`src/rtl/fpu_pack_pipe_if.sv`:
```
// fpu_pack_pipe_if: beat-in / packed-out handshake bundle between FPU writeback and the packer.
interface fpu_pack_pipe_if #(
  parameter int LANES = 1,
  parameter int FLEN  = 64
);
  logic                  flush;
  logic                  in_valid;
  logic                  in_ready;
  logic [LANES*FLEN-1:0] unpacked;
  logic [1:0]            fmt;
  logic                  box_en;
  logic                  out_valid;
  logic                  out_ready;
  logic [LANES*FLEN-1:0] pkd;
  logic                  fmt_err;
  modport master (
    output flush, in_valid, unpacked, fmt, box_en, out_ready,
    input  in_ready, out_valid, pkd, fmt_err
  );
  modport slave (
    input  flush, in_valid, unpacked, fmt, box_en, out_ready,
    output in_ready, out_valid, pkd, fmt_err
  );
endinterface

```
`src/rtl/fpu_pack_pipe.sv`:
```
// fpu_pack_pipe: narrows/NaN-boxes LANES FP results per beat and queues them in a DEPTH-entry FIFO.
// Optional FPU_PACK_NANCANON_EN replaces NaN lanes with the target format's canonical qNaN.
module fpu_pack_pipe #(
  parameter int FLEN    = 64,
  parameter int FPSIZES = 3,
  parameter int LANES   = 1,
  parameter int DEPTH   = 2
) (
  input logic            clk,
  input logic            reset_n,
  fpu_pack_pipe_if.slave bus
);
  localparam int NE = FLEN == 128 ? 15 : FLEN == 64 ? 11 : FLEN == 32 ? 8 : 5;
  localparam int NF = FLEN - 1 - NE;
  localparam int NI = FLEN == 128 ? 0 : FLEN == 64 ? 1 : FLEN == 32 ? 2 : 3;
  localparam int DW = LANES * FLEN;
  localparam int PW = DEPTH > 1 ? $clog2(DEPTH) : 1;
  localparam int CW = $clog2(DEPTH + 1);
  logic [3:0]         sup;
  logic [3:0][DW-1:0] res;
  // k indexes formats widest first: quad, double, single, half
  for (genvar k = 0; k < 4; k++) begin : g_k
    localparam int E = k == 0 ? 15 : k == 1 ? 11 : k == 2 ? 8 : 5;
    localparam int F = k == 0 ? 112 : k == 1 ? 52 : k == 2 ? 23 : 10;
    localparam int W = 1 + E + F;
    assign sup[k] = (k >= NI) && (k < NI + FPSIZES) && (k != 3 || FPSIZES == 4 || NI == 3);
    for (genvar l = 0; l < LANES; l++) begin : g_l
      localparam int B = l * FLEN;
      if (W > FLEN) begin : g_none
        assign res[k][B +: FLEN] = '0;
      end else begin : g_fit
        logic         s, s2;
        logic [E-1:0] e;
        logic [F-1:0] f, f2;
        if (W == FLEN) begin : g_nat
          assign {s, e, f} = bus.unpacked[B +: FLEN];
        end else begin : g_nar
          assign s = bus.unpacked[B+FLEN-1];
          assign e = {bus.unpacked[B+FLEN-2], bus.unpacked[B+NF+E-2 : B+NF]};
          assign f = bus.unpacked[B+NF-1 : B+NF-F];
        end
`ifdef FPU_PACK_NANCANON_EN
        logic nan;
        assign nan = &e && |f;
        assign s2  = s & ~nan;
        assign f2  = nan ? {1'b1, {(F-1){1'b0}}} : f;
`else
        assign s2 = s;
        assign f2 = f;
`endif
        if (W == FLEN) begin : g_onat
          assign res[k][B +: FLEN] = {s2, e, f2};
        end else begin : g_onar
          assign res[k][B +: FLEN] = {{(FLEN-W){bus.box_en}}, s2, e, f2};
        end
      end
    end
  end
  logic [1:0]    ks;
  logic [DW:0]   wdat;
  logic [DW:0]   mem_q [DEPTH];
  logic [DW:0]   last_q;
  logic [PW-1:0] wr_q, wr_d, rd_q, rd_d;
  logic [CW-1:0] cnt_q, cnt_d;
  logic          push, pop;
  // RISC-V fmt code to width rank: 00->single, 01->double, 10->half, 11->quad
  assign ks   = {~bus.fmt[0], bus.fmt[1] ^ bus.fmt[0]};
  assign wdat = sup[ks] ? {1'b0, res[ks]} : {1'b1, {DW{1'b0}}};
  assign bus.in_ready  = ~bus.flush & ((cnt_q < CW'(DEPTH)) | bus.out_ready);
  assign bus.out_valid = cnt_q != '0;
  assign push = bus.in_valid & bus.in_ready;
  assign pop  = bus.out_valid & bus.out_ready & ~bus.flush;
  assign {bus.fmt_err, bus.pkd} = bus.out_valid ? mem_q[rd_q] : last_q;
  always_comb begin
    wr_d  = bus.flush ? '0 : !push ? wr_q : wr_q == PW'(DEPTH - 1) ? '0 : wr_q + 1'b1;
    rd_d  = bus.flush ? '0 : !pop ? rd_q : rd_q == PW'(DEPTH - 1) ? '0 : rd_q + 1'b1;
    cnt_d = bus.flush ? '0 : cnt_q + CW'(push) - CW'(pop);
  end
  always_ff @(posedge clk or negedge reset_n) begin
    if (!reset_n) begin
      for (int i = 0; i < DEPTH; i++) mem_q[i] <= '0;
      last_q <= '0;
      wr_q   <= '0;
      rd_q   <= '0;
      cnt_q  <= '0;
    end else begin
      if (push) mem_q[wr_q] <= wdat;
      if (pop) last_q <= mem_q[rd_q];
      wr_q  <= wr_d;
      rd_q  <= rd_d;
      cnt_q <= cnt_d;
    end
  end
endmodule

```
`src/flat_wrapper.sv`:
```
// flat-port wrapper written by rule: the top's interface ports become plain ports
module fpu_pack_pipe_flat 
#(
  parameter int FLEN    = 64,
  parameter int FPSIZES = 3,
  parameter int LANES   = 1,
  parameter int DEPTH   = 2
)
  (clk, reset_n, bus_flush, bus_in_valid, bus_unpacked, bus_fmt, bus_box_en, bus_out_ready, bus_in_ready, bus_out_valid, bus_pkd, bus_fmt_err);
  fpu_pack_pipe_if #(.LANES(LANES), .FLEN(FLEN)) bus_i ();
  input logic clk;
  input logic reset_n;
  input wire logic [$bits(bus_i.flush)-1:0] bus_flush;
  input wire logic [$bits(bus_i.in_valid)-1:0] bus_in_valid;
  input wire logic [$bits(bus_i.unpacked)-1:0] bus_unpacked;
  input wire logic [$bits(bus_i.fmt)-1:0] bus_fmt;
  input wire logic [$bits(bus_i.box_en)-1:0] bus_box_en;
  input wire logic [$bits(bus_i.out_ready)-1:0] bus_out_ready;
  output wire logic [$bits(bus_i.in_ready)-1:0] bus_in_ready;
  output wire logic [$bits(bus_i.out_valid)-1:0] bus_out_valid;
  output wire logic [$bits(bus_i.pkd)-1:0] bus_pkd;
  output wire logic [$bits(bus_i.fmt_err)-1:0] bus_fmt_err;
  assign bus_i.flush = bus_flush;
  assign bus_i.in_valid = bus_in_valid;
  assign bus_i.unpacked = bus_unpacked;
  assign bus_i.fmt = bus_fmt;
  assign bus_i.box_en = bus_box_en;
  assign bus_i.out_ready = bus_out_ready;
  assign bus_in_ready = bus_i.in_ready;
  assign bus_out_valid = bus_i.out_valid;
  assign bus_pkd = bus_i.pkd;
  assign bus_fmt_err = bus_i.fmt_err;
  fpu_pack_pipe #(.FLEN(FLEN), .FPSIZES(FPSIZES), .LANES(LANES), .DEPTH(DEPTH)) u_core (.clk(clk), .reset_n(reset_n), .bus(bus_i));
endmodule
```
`config.mk`:
```
export PLATFORM = sky130hd
export DESIGN_NAME = fpu_pack_pipe_flat
export DESIGN_NICKNAME = d
export VERILOG_FILES = /design/src/rtl/fpu_pack_pipe_if.sv /design/src/rtl/fpu_pack_pipe.sv /design/src/flat_wrapper.sv
export SDC_FILE = /design/constraint.sdc
export NUM_CORES = 1
export LEC_CHECK = 0
export BUFFER_PORTS_ARGS = -buffer_cell sky130_fd_sc_hd__buf_2
export CAP_MARGIN = 20
export CORE_MARGIN = 2
export CORE_UTILIZATION = 30
export DETAILED_ROUTE_END_ITERATION = 10
export PLACE_DENSITY = 0.58
export SLEW_MARGIN = 20
export SYNTH_ARGS = -nofsm -noshare
export SYNTH_HDL_FRONTEND = slang
export SYNTH_SLANG_ARGS = --single-unit
```
`constraint.sdc`:
```
create_clock -name clk -period 2.05 [get_ports clk]
set_input_delay 0.1025 -clock clk [delete_from_list [all_inputs] [get_ports clk]]
set_output_delay 0.1025 -clock clk [all_outputs]
set_load 0.005 [all_outputs]
```
# Word level (Yosys, flattened, before mapping)
# Index checks and enable logic that the tools add are counted.
dict set report totals {
  reg_bits 199
  inputBits 72
  out_inout_bits 67
  wordCells 48
}
dict set report op_classes {
  order_cmp 5
  n_mux 19
  n_bitwise 10
  n_reduce_logical 4
  n_addsub 4
}
# op count
set op_table {}
lappend op_table {{$mux 65} 6}
lappend op_table {{$bwmux 130} 1}
lappend op_table {{$bmux 64 s2} 1}
lappend op_table {{$demux 65 s1} 1}
lappend op_table {{$mux 64} 1}
lappend op_table {{$mux 1} 7}
lappend op_table {{$reduce_bool 2->1} 3}
lappend op_table {{$and 1x1->1} 4}
lappend op_table {{$ge 2x2->1 const B} 2}
lappend op_table {{$not 1->2} 2}
lappend op_table {{$lt 2x3->1 const B} 1}
lappend op_table {{$add 1x1->1 const B} 2}
lappend op_table {{$add 2x1->2} 1}
lappend op_table {{$bmux 1 s2} 1}
lappend op_table {{$lt 2x1->1 const B} 1}
lappend op_table {{$lt 2x2->1 const B} 1}
lappend op_table {{$mux 2} 1}
lappend op_table {{$not 1->1} 2}
lappend op_table {{$sub 2x1->2} 1}
lappend op_table {{$logic_and 1x1->1} 1}
lappend op_table {{$or 1x1->1} 1}
lappend op_table {{$xor 1x1->1} 1}

# Logic depth before layout (Yosys ltp)
# Gate-level depths: netlist of the first run.
dict set report logic_depth {
  word_depth 7
  depth_mapped 10
  ltp_nobuf 8
}

# Worst setup path after synthesis of the first run
# Ideal clock, no wire load.
dict set report synth_timing {
  kind {register -> register}
  start {register u_core.cnt_q[1]}
  end {register u_core.cnt_q[1]}
  synth_period_minus_slack_ns 2.067
  required_ns 1.964
  path_buffers 2
  setup_time_ns 0.086
  setup_slack_ns -0.017
  t_arrival_ns 1.981
  path_stages_with_launch 11
  cell_sequence {dfrtp_1 o21ai_1 buf_2 buf_2 nor2_1 ha_1 inv_1 ha_1 xor2_1 and2_1 nor3_1}
}
dict set report synth_via {
  elab_cells_between_ends 10
  classes_between {add/sub: 2; order compare: 1; mux: 1; bitwise: 5; reduce/logical: 1}
}
# element line
set synth_lines {}
lappend synth_lines {{start, declared} fpu_pack_pipe.sv:64} ;# logic [CW-1:0] cnt_q, cnt_d;
lappend synth_lines {{start signal, assigned} fpu_pack_pipe.sv:91} ;# cnt_q <= cnt_d;
lappend synth_lines {{$reduce_bool 2->1} fpu_pack_pipe.sv:70} ;# assign bus.out_valid = cnt_q != '0;
lappend synth_lines {{$and 1x1->1 (2 in series)} fpu_pack_pipe.sv:72} ;# assign pop = bus.out_valid & bus.out_ready & ~bus.flush;
lappend synth_lines {{via u_core.pop} fpu_pack_pipe.sv:65} ;# logic push, pop;
lappend synth_lines {{$sub 2x1->2} fpu_pack_pipe.sv:77} ;# cnt_d = bus.flush ? '0 : cnt_q + CW'(push) - CW'(pop);
lappend synth_lines {{$mux 2} fpu_pack_pipe.sv:77}
lappend synth_lines {{via u_core.cnt_d[1]} fpu_pack_pipe.sv:64}
# The timed path passes the listed nets, and every way through them passes these cells.
# A chain may end at the register's enable or synchronous reset.

# Worst setup path after layout of the first run
dict set report layout_timing {
  start {register u_core.rd_q}
  end {output port bus_pkd[29]}
}
dict set report layout_via {
  elab_chain_len 5
}
# element line
set layout_lines {}
lappend layout_lines {{start, declared} fpu_pack_pipe.sv:63} ;# logic [PW-1:0] wr_q, wr_d, rd_q, rd_d;
lappend layout_lines {{start signal, assigned} fpu_pack_pipe.sv:90} ;# rd_q <= rd_d;
lappend layout_lines {{$not 1->2 (not written as such)} fpu_pack_pipe.sv:73} ;# assign {bus.fmt_err, bus.pkd} = bus.out_valid ? mem_q[rd_q] : last_q;
lappend layout_lines {{$mux 65 (not written as such) (3 in series)} fpu_pack_pipe.sv:73}
lappend layout_lines {{$mux 65} fpu_pack_pipe.sv:73}
lappend layout_lines {{end, declared} flat_wrapper.sv:21} ;# output wire logic [$bits(bus_i.pkd)-1:0] bus_pkd;
# Every way passes these cells. The select of a mux whose other input is x is not followed.

==> impl_results.md, run 1 <==
- Req. time, crit path: roughly 2.0 ns
- Die ar.: roughly 35000 um^2
- FILL cells: ~3200
- CTS tree: done
- Max-slew violations: 0
- Clock Skews: 0.01228 ns
- Dpl ws: between 0.2 and 0.3 ns
- Busiest layer in global routing: met2
- Multi-input logic area: around 4500 um^2
- Synth top area share: 0.5009
- Met1 Resource Use GR: 0.2131
- Met2 usage: 0.2336
- Antenna violations before repair: 1
- Synth warnings: 0
- IO Port Bufs: between 100 and 150
- Share of cells above drive strength 1: 0.3373
- Root Driver: clkbuf_16
- Hold Fails Final Rpt: 0
- Non-filler cells, final: about 1400
- Register area share after synthesis: 0.5009
- Largest net degree at the start of global routing: roughly 140
- DR iter-0 viols: about 500
- HPWL Detailed: around 18000 um
- Mapped Cells: 886
- Core Rows: 66
- Cell Area, Synth: 9942 um^2
- Ys async rst share: 1.000
- CP arrival: between 1.5 and 2 ns
- Post-synth EDFFs: 0
- Clock Latency Late Sink: 0.44 ns
- Vias: 7021
- Outcome: finished, final reports clean
- DR pass1 iterations: 5
- I/O pin count: around 140
- Setup crit end kind: output port
- Cts bufs inserted: 17
- Layout Nets: around 1100
- Inst Count DP: about 1400
- Area of the core: roughly 33000 um^2
- Slew HR: 0.3523
- Final Routed Wirelength: approximately 26000 um
- Area leader, netlist: dfrtp_1
- Register area: 4986 um^2
- Mapped Nets: 960
- RSZ-0062 raised after global routing: yes
- GRT Total Usage: 0.1542
- Pwr/cell area: 1177 nW/um^2
- Max-cap check violation count: 0
- Final ANT Viol Nets: 0
- Largest cells by area after synthesis: dfrtp_1 50%, mux2_2 9.9%, mux2i_1 9.8%
- Initial Util: 0.3048
- Fmax: a little under 500 MHz
- Tightest Hold Check Type: in2reg
- Cell variety after synth: 28
- Vias in the first global route: between 6000 and 7000
- Type of origin of the critical path: register
- Lkg Pwr: 5.463 nW
- Post-route DRC: 0
- Die height: ~190 um
- Kind of critical path: reg2out
- Final worst path period need: 2.037 ns
- Final period util: 0.9938
- Area delta synth->final: 18.85%
- Post-Route Utilization: 0.3623
- Drt wl/cell: approximately 18 um
- Final GP Congestion: 0.7260
- Worst slew pin tran: roughly 0.97 ns
- Worst Slack Setup Final: between 0.01 and 0.015 ns
- DR vias/cell: 4.849
- # setup viols final: 0
- VDD IR-drop max: between 600 and 700 uV
- CTS Buffer Depth: 2
- Post-Syn Area per Cell: around 11 um^2
- First-pass GRT wire length: 40470 um
- Grt ovf: 0
- H-tree levels: 4
- Clk pin slew, worst setup/hold paths: ~0.07 ns
- Sink Count: 199
- Die X: 186.0 um
- Synth Flop Type: dfrtp_1
- Met3 global-route usage: 0.04187
- Worst-path fanout max: 27
- Yosys reg bits: around 200
## through the flow
step	cell area, um^2	power, W	hold WS, ns	TNS (ns)
floorplan	9946	0.008680	-0.1931	0
CTS	11740	0.01398	0.08169	0
finish	11820	0.01390	0.09248	0
global route	11810	0.01488	0.1038	-0.03260
global placement	11110	0.01044	0.08045	0
detailed placement	11110	0.01057	0.08330	0
## worst max-delay path: stages (launching register included)
cell and delay [ns]:
dfrtp_4 0.58, buf_16 0.23, mux2i_1 0.17, a21oi_1 0.32, buf_2 0.18
## path summary, 6_finish.rpt
| kind | start | endpoint | slack, ns | depth (start not counted) |
|---|---|---|---|---|
| max | u_core.rd_q | bus_pkd[29] | 0.01 | 4 |
| min | bus_unpacked[0] | u_core.mem_q[65] | 0.09 | 4 |
| max reg2reg | u_core.cnt_q[1] | u_core.mem_q[67] | 0.26 | 4 |
| min reg2reg | u_core.mem_q[95] | u_core.mem_q[95] | 0.49 | 1 |
| max in group asynchronous | reset_n | u_core.last_q[39] | 1.16 | 3 |
| min in group asynchronous | reset_n | u_core.mem_q[51] | 0.17 | 2 |
## kinds of logic (layout without fill, tap and decap cells)
| logic type | count (synthesis) | count (layout) | synth area share |
|---|---|---|---|
| xor gates and xnor gates | 2 | 2 | 0.001762 |
| DFF | 199 | 199 | 0.5009 |
| other | 0 | 1 | 0 |
| and+or+nand+nor | 114 | 115 | 0.04921 |
| adders and majority gates | 2 | 2 | 0.002517 |
| AOI/OAI and AO/OA | 230 | 230 | 0.1326 |
| muxes | 227 | 227 | 0.2562 |
| buffers and inverters | 112 | 230 | 0.05676 |
## registers in the layout (all words and copies together) (netlist names)
signal and count:
u_core.cnt_q 2, u_core.last_q 65, u_core.wr_q 1, u_core.mem_q 130, u_core.rd_q 1
## cells in the mapped netlist (2+ instances only)
cell type,count
o21ai_0,65
dfrtp_1,199
nor2b_4,2
mux2_1,13
buf_1,2
mux2_2,87
buf_6,11
a21oi_1,97
buf_4,7
o21bai_1,2
ha_1,2
mux2_4,30
inv_1,32
mux2i_1,97
xor2_1,2
clkbuf_1,32
nand2b_1,2
nand2_1,2
o31ai_1,65
nor2b_1,2
nor2_1,101
buf_2,28
## placed cells by master, fill, tap and decap left out, drive strengths merged, types with 3 or more instances in the layout
master	instances
dfrtp	199
buf	164
mux2	130
nor2	101
mux2i	97
a21oi	97
o21ai	66
o31ai	65
inv	36
clkbuf	21
nor2b	4
clkinv	4
clkinvlp	3
## where the power goes
group	switching, W	internal [W]
Clock	0.00156	0.00173
Combinational	0.00253	0.00228
Sequential	0.000640	0.00516
Total	0.00474	0.00917
## final cells by class
cell class                      count  share of cell area
Inverter                           32             0.01017
Clock buffer                       20             0.03780
Sequential cell                   199              0.4220
Clock inverter                     12            0.009953
Multi-Input combinational cell    576              0.3805
Antenna cell                        1           0.0002118
Tap cell                          442             0.04680
Timing Repair Buffer              166             0.09265
## repair_timing
action | CTS | global route
pin swaps | 1 | 1
cloned | 0 | 1
hold buffers | 1 | 0
gates resized for setup | 6 | 15
setup buffers | 2 | 2
endpoints found under the setup margin | 28 | 37
endpoints found under the hold margin | 51 | 0
## layer usage
layer	vias to the layer above	share of wire
met2	142	0.45
li1	3345	-
met3	30	0.058
met5	-	0
met4	0	0.018
met1	3504	0.48
Power figures use the tool's default switching activity.
==> run 2: changes to the inputs <==
Settings changed: PLACE_DENSITY 0.58 to default.
==> impl_results.md, run 2 (synthesized netlist as in run 1, its figures left out) <==
- Most frequent cells in the layout: 196 x dfrtp_1, 135 x buf_2, 101 x nor2_1
- Cts bufs inserted: 17
- CTS Buffer Depth: 2
- Crit. Startpoint: u_core.rd_q
- Fmax: around 500 MHz
- H-tree levels: 4
- Kind of critical path: reg2out
- Antenna violations before repair: 0
- Clock Latency Late Sink: between 0.4 and 0.5 ns
- Final worst path period need: roughly 2 ns
- Crit path buf inv count: 3
- Met3 WL: around 1200 um
- Net Switching: 0.004775 W
- Share of cells above drive strength 1: 0.3426
- Pwr/cell area: 1186 nW/um^2
- DR iter-0 viols: around 420
- # setup viols final: 0
- Drt wl/cell: about 18 um
- Sink Count: 199
- Final ANT Viol Nets: 0
- GRT Total Usage: 0.1598
- IO Port Bufs: 138
- Clk pin slew, worst setup/hold paths: approximately 0.070 ns
- VDD IR-drop max: about 740 uV
- Root Driver: clkbuf_16
- Die ar.: roughly 35000 um^2
- Setup crit end kind: output port
- Max reg flops: between 100 and 150
- Sw Ratio: 0.3391
- Die X: roughly 190 um
- Post-Route Utilization: 0.3638
- Type of origin of the critical path: register
- Largest net degree at the start of global routing: ~130
- Final period util: 0.9684
- Reg with most FFs: u_core.mem_q
- Final GP Congestion: around 0.72
- Vias: 7108
- HPWL Detailed: around 18000 um
- Tightest Hold Check Type: in2reg
- Worst-path fanout max: 6
- Hold Fails Final Rpt: 0
- Core Rows: 66
- N_diodes: 0
- Hold path startpoint: bus_unpacked[15]
- Largest stage delay, worst path: around 0.55 ns
- TNS Setup: 0 ns
- Met1 Wirelength: 12760 um
- CP arrival: ~1.9 ns
- Clk network pwr share: 0.238
- DR pass1 iterations: 5
- Req. time, crit path: ~2.0 ns
- Comb pwr share: 0.350
- CTS tree: done
- Post-route DRC: 0
- Inst Count DP: ~1400
- Slew HR: 0.3303
- I/O pin count: ~140
- Highest routed layer: met4
- Die height: 186.0 um
- Commonest non-fill, non-tap cell in the layout: dfrtp_1
- First-pass GRT wire length: roughly 42000 um
- Reg2reg start: u_core.cnt_q[1]
- Clock Skews: ~0.012 ns
- RSZ-0062 raised after global routing: no
- Non-filler cells, final: 1452
- Wire length on met2: around 12000 um
- Area delta synth->final: 19.36%
- Outcome: finished, final reports clean
- Final Routed Wirelength: 26820 um
- Lkg Pwr: approximately 5.5 nW
- Internal power: 0.009304 W
- Max-cap check violation count: 0
- Critical path's most frequent cell: buf_4
- Dpl ws: about 0.35 ns
- Worst-path cell chain: buf_4 > mux2i_1 > a21oi_2 > buf_4 > buf_2
- Max-slew violations: 0
- DR vias/cell: about 4.9
- Top Registers: u_core.mem_q (130), u_core.last_q (65), u_core.cnt_q (2)
- Area of the core: 32620 um^2
- Worst Slack Setup Final: 0.06484 ns
- Layout Nets: around 1100
- Largest delay share family, worst path: flip-flops
- Grt ovf: 0
- Vias in the first global route: about 7100
- Initial Util: 0.3048
- Seq pwr share: 0.412
- Worst slew pin tran: between 1 and 1.5 ns
- Max stage delay cell, worst path: dfrtp_4
==> run 2: changes by cell type in the layout (fill, tap and decap cells not counted), moves of 2 or more <==
cell / previous run / this run
buf_12: 12 / 10
clkinv_2: 2 / 4
buf_4: 15 / 21
mux2i_2: 8 / 5
or2_4: 1 / 3
a21oi_1: 89 / 85
buf_6: 0 / 3
mux2i_1: 89 / 92
clkinvlp_4: 3 / 1
a21oi_2: 8 / 11
==> run 2: final cells by class <==
type	count	area (um^2)
Fill cell	3260	20750
Sequential cell	199	4986
Multi-Input combinational cell	577	4518
Timing Repair Buffer	172	1124
Tap cell	442	553.0
Clock buffer	19	442.9
Clock inverter	11	122.6
Inverter	32	120.1
==> run 2: worst reg2reg max path, cell delays in order, from the launching register on <==
cell     delay [ns]
dfrtp_2        0.49
o21ai_4        0.19
nor2_1         0.06
ha_1           0.28
inv_1          0.06
ha_1           0.15
xor2_1         0.21
nor2_1         0.08
nor3_1         0.19
==> run 2: timing repair <==
| item | in CTS | in global routing |
|---|---|---|
| pin swaps | 1 | 2 |
| buffers inserted | 1 | 1 |
| cloned | 3 | 0 |
| hold endpoints to repair | 68 | 0 |
| setup endpoints to repair | 56 | 15 |
| hold buffers | 1 | 0 |
| resized for setup | 15 | 10 |
==> run 2: metal layers <==
metal	GRT usage	up-vias
li1	-	3358
met1	0.2212	3575
met2	0.2489	156
met3	0.03757	19
met4	0.04535	0
met5	0	-
==> run 2: per-stage QoR <==
step	total power, W	cell area (um^2)	hold WS, ns
finish	0.01408	11870	0.1031
global route	0.01508	11870	0.1167
CTS	0.01419	11820	0.08974
detailed placement	0.01065	11140	0.08192
global placement	0.01050	11140	0.07814
floorplan	0.008680	9946	-0.1931
==> run 2: final timing paths <==
check | end | slack, ns | depth (start not counted)
worst min register to register | u_core.mem_q[90] | 0.49 | 1
worst min-delay path | u_core.mem_q[80] | 0.10 | 4
min in group asynchronous | u_core.last_q[51] | 0.16 | 2
max in group asynchronous | u_core.mem_q[41] | 1.19 | 3
worst max register to register | u_core.cnt_q[1] | 0.26 | 8
worst max-delay path | bus_pkd[16] | 0.06 | 5
==> run 2: power groups by stage <==
stage,registers [W],logic [W],clock network (W)
2_1_floorplan,0.00565,0.00303,0
3_3_place_gp,0.00579,0.00471,0
3_5_place_dp,0.00585,0.00481,0
4_1_cts,0.00578,0.00497,0.00343
5_1_grt,0.00597,0.00553,0.00358
6_report,0.00580,0.00493,0.00335
